### src/rtl/regfile16_wr_if.sv
// regfile16_wr_if: write/read bus of the 16-entry register file.
//   master: drives WrEn (one-hot from the 4:16 decoder), WriteData and
//           the two read addresses; observes read data and error status.
//   slave : the register file itself.
interface regfile16_wr_if #(
  parameter int WIDTH = 64,
  parameter int ERRW  = 8
);
  logic [15:0]      WrEn;
  logic [WIDTH-1:0] WriteData;
  logic [3:0]       ReadReg1;
  logic [3:0]       ReadReg2;
  logic [WIDTH-1:0] ReadData1;
  logic [WIDTH-1:0] ReadData2;
  logic             WrErr;
  logic [ERRW-1:0]  ErrCount;

  modport master (
    output WrEn, WriteData, ReadReg1, ReadReg2,
    input  ReadData1, ReadData2, WrErr, ErrCount
  );

  modport slave (
    input  WrEn, WriteData, ReadReg1, ReadReg2,
    output ReadData1, ReadData2, WrErr, ErrCount
  );
endinterface

### src/rtl/regfile16_wr.sv
// regfile16_wr: 16 x WIDTH register file, one write port, two async reads.
//   clk   : clock, all state on posedge
//   reset : synchronous active-high reset (clears regs, WrErr, ErrCount)
//   rf    : regfile16_wr_if.slave
//           WrEn/WriteData      - one-hot write enable + data
//           ReadReg1/2 -> ReadData1/2 - combinational reads
//           WrErr               - registered pulse after a multi-hot WrEn
//           ErrCount            - saturating count of multi-hot writes
// Register ZERO_IDX reads 0 and ignores writes. Multi-hot enables write
// nothing.
// Optional macro REGFILE16_WR_BYPASS_EN: forward WriteData to a read port
// addressing the register being written in the same cycle.

// One register entry; the zero register collapses to a constant.
module regfile16_wr_entry #(
  parameter int WIDTH   = 64,
  parameter bit IS_ZERO = 1'b0
) (
  input  logic             clk,
  input  logic             reset,
  input  logic             we,
  input  logic [WIDTH-1:0] d,
  output logic [WIDTH-1:0] q
);
  generate
    if (IS_ZERO) begin : g_zero
      assign q = '0;
    end else begin : g_reg
      always_ff @(posedge clk) begin
        if (reset)   q <= '0;
        else if (we) q <= d;
      end
    end
  endgenerate
endmodule

module regfile16_wr #(
  parameter int WIDTH    = 64,
  parameter int ZERO_IDX = 15,
  parameter int ERRW     = 8
) (
  input  logic           clk,
  input  logic           reset,
  regfile16_wr_if.slave  rf
);
  localparam int NREG = 16;
  localparam logic [NREG-1:0] ZMASK = NREG'(1) << ZERO_IDX;

  logic [NREG-1:0][WIDTH-1:0] q;
  logic            multi;
  logic [NREG-1:0] wsel;
  logic            wrerr_q;
  logic [ERRW-1:0] errcnt_q;

  // x & (x-1) clears the lowest set bit; anything left means >= 2 bits set.
  assign multi = |(rf.WrEn & (rf.WrEn - NREG'(1)));

  // Effective write select: empty on multi-hot or reset, zero reg masked.
  assign wsel = (multi || reset) ? '0 : (rf.WrEn & ~ZMASK);

  genvar gi;
  generate
    for (gi = 0; gi < NREG; gi++) begin : g_ent
      regfile16_wr_entry #(
        .WIDTH   (WIDTH),
        .IS_ZERO (gi == ZERO_IDX)
      ) u_ent (
        .clk   (clk),
        .reset (reset),
        .we    (wsel[gi]),
        .d     (rf.WriteData),
        .q     (q[gi])
      );
    end
  endgenerate

  always_ff @(posedge clk) begin
    if (reset) begin
      wrerr_q  <= 1'b0;
      errcnt_q <= '0;
    end else begin
      wrerr_q <= multi;
      if (multi && (errcnt_q != {ERRW{1'b1}}))
        errcnt_q <= errcnt_q + ERRW'(1);
    end
  end

  assign rf.WrErr    = wrerr_q;
  assign rf.ErrCount = errcnt_q;

`ifdef REGFILE16_WR_BYPASS_EN
  // wsel already excludes the zero reg, multi-hot and reset cycles.
  assign rf.ReadData1 = wsel[rf.ReadReg1] ? rf.WriteData : q[rf.ReadReg1];
  assign rf.ReadData2 = wsel[rf.ReadReg2] ? rf.WriteData : q[rf.ReadReg2];
`else
  assign rf.ReadData1 = q[rf.ReadReg1];
  assign rf.ReadData2 = q[rf.ReadReg2];
`endif
endmodule

### src/flat_wrapper.sv
// flat-port wrapper written by rule: the top's interface ports become plain ports
module regfile16_wr_flat 
#(
  parameter int WIDTH    = 64,
  parameter int ZERO_IDX = 15,
  parameter int ERRW     = 8
)
  (clk, reset, rf_WrEn, rf_WriteData, rf_ReadReg1, rf_ReadReg2, rf_ReadData1, rf_ReadData2, rf_WrErr, rf_ErrCount);
  regfile16_wr_if #(.WIDTH(WIDTH), .ERRW(ERRW)) rf_i ();
  input  logic clk;
  input  logic reset;
  input wire logic [$bits(rf_i.WrEn)-1:0] rf_WrEn;
  input wire logic [$bits(rf_i.WriteData)-1:0] rf_WriteData;
  input wire logic [$bits(rf_i.ReadReg1)-1:0] rf_ReadReg1;
  input wire logic [$bits(rf_i.ReadReg2)-1:0] rf_ReadReg2;
  output wire logic [$bits(rf_i.ReadData1)-1:0] rf_ReadData1;
  output wire logic [$bits(rf_i.ReadData2)-1:0] rf_ReadData2;
  output wire logic [$bits(rf_i.WrErr)-1:0] rf_WrErr;
  output wire logic [$bits(rf_i.ErrCount)-1:0] rf_ErrCount;
  assign rf_i.WrEn = rf_WrEn;
  assign rf_i.WriteData = rf_WriteData;
  assign rf_i.ReadReg1 = rf_ReadReg1;
  assign rf_i.ReadReg2 = rf_ReadReg2;
  assign rf_ReadData1 = rf_i.ReadData1;
  assign rf_ReadData2 = rf_i.ReadData2;
  assign rf_WrErr = rf_i.WrErr;
  assign rf_ErrCount = rf_i.ErrCount;
  regfile16_wr #(.WIDTH(WIDTH), .ZERO_IDX(ZERO_IDX), .ERRW(ERRW)) u_core (.clk(clk), .reset(reset), .rf(rf_i));
endmodule
### config.mk
export PLATFORM = sky130hd
export DESIGN_NAME = regfile16_wr_flat
export DESIGN_NICKNAME = d
export VERILOG_FILES = /design/src/rtl/regfile16_wr_if.sv /design/src/rtl/regfile16_wr.sv /design/src/flat_wrapper.sv
export SDC_FILE = /design/constraint.sdc
export NUM_CORES = 2
export LEC_CHECK = 0
export CORE_MARGIN = 5
export CORE_UTILIZATION = 40
export CTS_CLUSTER_DIAMETER = 150
export DETAILED_ROUTE_END_ITERATION = 10
export GPL_ROUTABILITY_DRIVEN = 0
export PLACE_DENSITY_LB_ADDON = 0.08
export SLEW_MARGIN = 5
export SYNTH_ARGS = -nofsm -noshare
export SYNTH_HDL_FRONTEND = slang
export SYNTH_SLANG_ARGS = --single-unit
### constraint.sdc
create_clock -name clk -period 5.78 [get_ports clk]
set_input_delay 0.867 -clock clk [delete_from_list [all_inputs] [get_ports clk]]
set_output_delay 0.867 -clock clk [all_outputs]
set_load 0.1 [all_outputs]
==> flow_summary.toml <==
[outcome]
status = "complete, no violations"

[timing]
fin_tns_setup_ns = 0
fin_ws_ns = 1.635
post-route-period-util_pct = 71.71
hold_viol_final = 0
finalSetupViolCount = 0
relSlewSlack_pct = 26.18
maxSlewViolCount = 0
fmax_mhz = 241.3
tightestPinTransition_ns = 1.107
fin_worst_skew_ns = 0.007541
period_needed_ns = 4.145
rsz0062_at_grt = "false"

[clock_tree]
clk_pin_slew_ns = 0.06
cts_root_buf = "clkbuf_16"
h-tree-depth = 3
post_cts_resized = 0
tritoncts = "yes"
numCtsBuffers = 112
clk_latency_ns = 0.68
postCtsSetupBuffers = 0
hold_buffers = 0
clockBufferDepth = 3
clkSinkCount = 969

[critical_path]
r2r-start = "u_core.rf.ErrCount[0]"
cp_data_arrival_time_ns = 3.28
required_ns = 4.91
slowest_stage = "mux4_2"
path_cells = "buf_8 -> buf_12 -> mux4_2 -> mux4_2 -> buf_4"
startpoint_type = "input port"
crit_path_start = "rf_ReadReg2[0]"
reg2reg_slack_ns = 3.90
reg2reg_to = "u_core.rf.ErrCount[5]"
cp_max_fo = 55
cp_num_buf_inv = 3
crit_cells = 5
critPathCaptureType = "primary output"
endpoint = "rf_ReadData2[40]"
r2r_cells = 7
critical-path-top-delay-family = "buffers and inverters"
critPathMaxStageDelay_ns = 0.60
critPathMostFrequentCell = "mux4_2"
critical_path_class = "input port to primary output"

[logic_synthesis]
yosys.area.top_type = "dfxtp_1"
netlist_area_mm2 = 0.04907
yosysWarnings = 0
avgSynthCellArea_um2 = 11.21
syn_inst = 4378
synth_area_leaders = "dfxtp_1, mux4_2, mux2i_1"
yosysTopAreaCellShare_pct = 39.53
ys_ff_latch = 969
synth_nets = 4469
synth_cell_types = 36
ys_seq_area_share_pct = 39.53

[global_route]
grt.total_usage_pct = 23.53
grt_max_degree = 124
grt_pass1_wl_um = 235600
grt_pass1_vias = 35640
antenna_found_initial = 0
grt.overflow.total = 0

[route]
dr.pass1.iters = 6
routedWlPerCell_um = 25.71
drt_wl_total_um = 155900
drt_iter0_drc = 2738
ant_nets = 0
num_vias = 34810
drc_errors = 0
vias_per_cell = 5.742

[place]
dp_slack_ns = 1.274
dp_hpwl_um = 86300
dp.cells = 5869
portBuffers = 226

[final_layout]
final_common_cell = "nand2_1"
antennaDiodeCount = 0
area_delta_synth_final_pct = 14.51
finalNonFillerCells = 6063
final_nets = 4449
layout-drive-gt1-share_pct = 22.47
final_cell_mix = "nand2_1, mux2i_1, dfxtp_1, mux4_2, buf_4"
postLayoutCoreUtil_pct = 46.10

[floorplan]
io-pin-count = 227
die_w_um = 360.3
rows = 128
dieHeight_um = 360.3
start_util_pct = 40.26
core_mm2 = 0.1219
die_area_mm2 = 0.1298

[power]
power.total_w = 0.01474
worst_ir_drop_vdd_v = 0.0002302
leakagePower_nw = 25.08
pwr_density_cell_mw_per_mm2 = 262.4

[flow_run]
maxCapViolations = 0

[worst_hold_path]
hold_class = "flip-flop to flip-flop"
report_power, final:
part / internal [W] / switching [W]
clock network: 0.00428 / 0.00288
registers: 0.00668 / 0.00000243
logic: 0.000282 / 0.000623
total: 0.0112 / 0.00350
cell usage after synthesis:
cell and count:
o211a_1 1, a21oi_1 8, dfxtp_1 969, nand2_1 1100, a211oi_1 2, buf_6 1
or2_2 1, nor2b_1 2, inv_2 1, o41ai_1 1, or4_1 2, or3_1 3
and2_1 3, nor2_1 5, o31ai_1 2, nor3_1 69, a22oi_1 1, buf_1 61
o32ai_1 1, mux4_2 512, buf_2 92, clkbuf_1 293, nand2b_1 2, nor4_2 1
o211ai_1 1, a31o_2 65, maj3_1 1, inv_1 1, and4_1 1, nand3_1 3
ha_1 1, nand4_1 6, mux2i_1 1024, a222oi_1 1, nand2_2 9, o21ai_0 132
registers in the layout, summed over array words and instances (netlist names):
| register | flops |
|---|---|
| u_core.g_ent.u_ent.q | 960 |
| u_core.rf.ErrCount | 8 |
| u_core.rf.WrErr | 1 |
cell families after synthesis:
family                   Yosys count  synth area share, %
AO/OA/AOI/OAI                    215                2.756
AND/OR/NAND/NOR                 1207                9.593
buffers and inverters            449                3.685
flip-flops                       969                39.53
multiplexers                    1536                44.39
adder cells (fa/ha/maj)            2              0.04589
worst min-delay path by stage:
stage	from	endpoint	slack (ns)	cells after the start
after global routing	u_core.g_ent[11].u_ent.q[4]	u_core.g_ent[11].u_ent.q[4]	0.48	2
after CTS	u_core.g_ent[8].u_ent.q[47]	u_core.g_ent[8].u_ent.q[47]	0.47	2
final	u_core.g_ent[2].u_ent.q[30]	u_core.g_ent[2].u_ent.q[30]	0.47	2
after global placement	u_core.g_ent[2].u_ent.q[31]	u_core.g_ent[2].u_ent.q[31]	0.45	2
after floorplan	u_core.g_ent[9].u_ent.q[0]	u_core.g_ent[9].u_ent.q[0]	0.44	2
after detailed placement	u_core.g_ent[8].u_ent.q[47]	u_core.g_ent[8].u_ent.q[47]	0.46	2
stage by stage:
stage	cell area (µm²)	hold slack (ns)
2_1_floorplan	49070	0.4418
3_3_place_gp	52500	0.4521
3_5_place_dp	52500	0.4607
4_1_cts	56190	0.4697
5_1_grt	56190	0.4839
6_report	56190	0.4686
worst min-delay path, delay by kind of cell, from the launching register on:
family / cells / cell delay [ns]
flip-flops: 1 / 0.31
multiplexers: 1 / 0.05
AND/OR/NAND/NOR: 1 / 0.05
layer usage:
metal	vias to the layer above	wire length [µm]	global-route usage, %
li1	15860	-	-
met1	17960	74590	34.88
met2	838	71310	36.97
met3	161	7482	3.393
met4	0	2480	4.624
met5	-	0	0
layout make-up:
type | count | area (µm²)
well taps | 1625 | 2033
repair buffers | 313 | 3000
multi-input cells | 2960 | 28050
fillers | 11120 | 65690
clock inverters | 28 | 300.3
flip-flops and latches | 969 | 19400
inverters | 2 | 17.52
clock buffers | 166 | 3392
(Power assumes the default switching activity.)
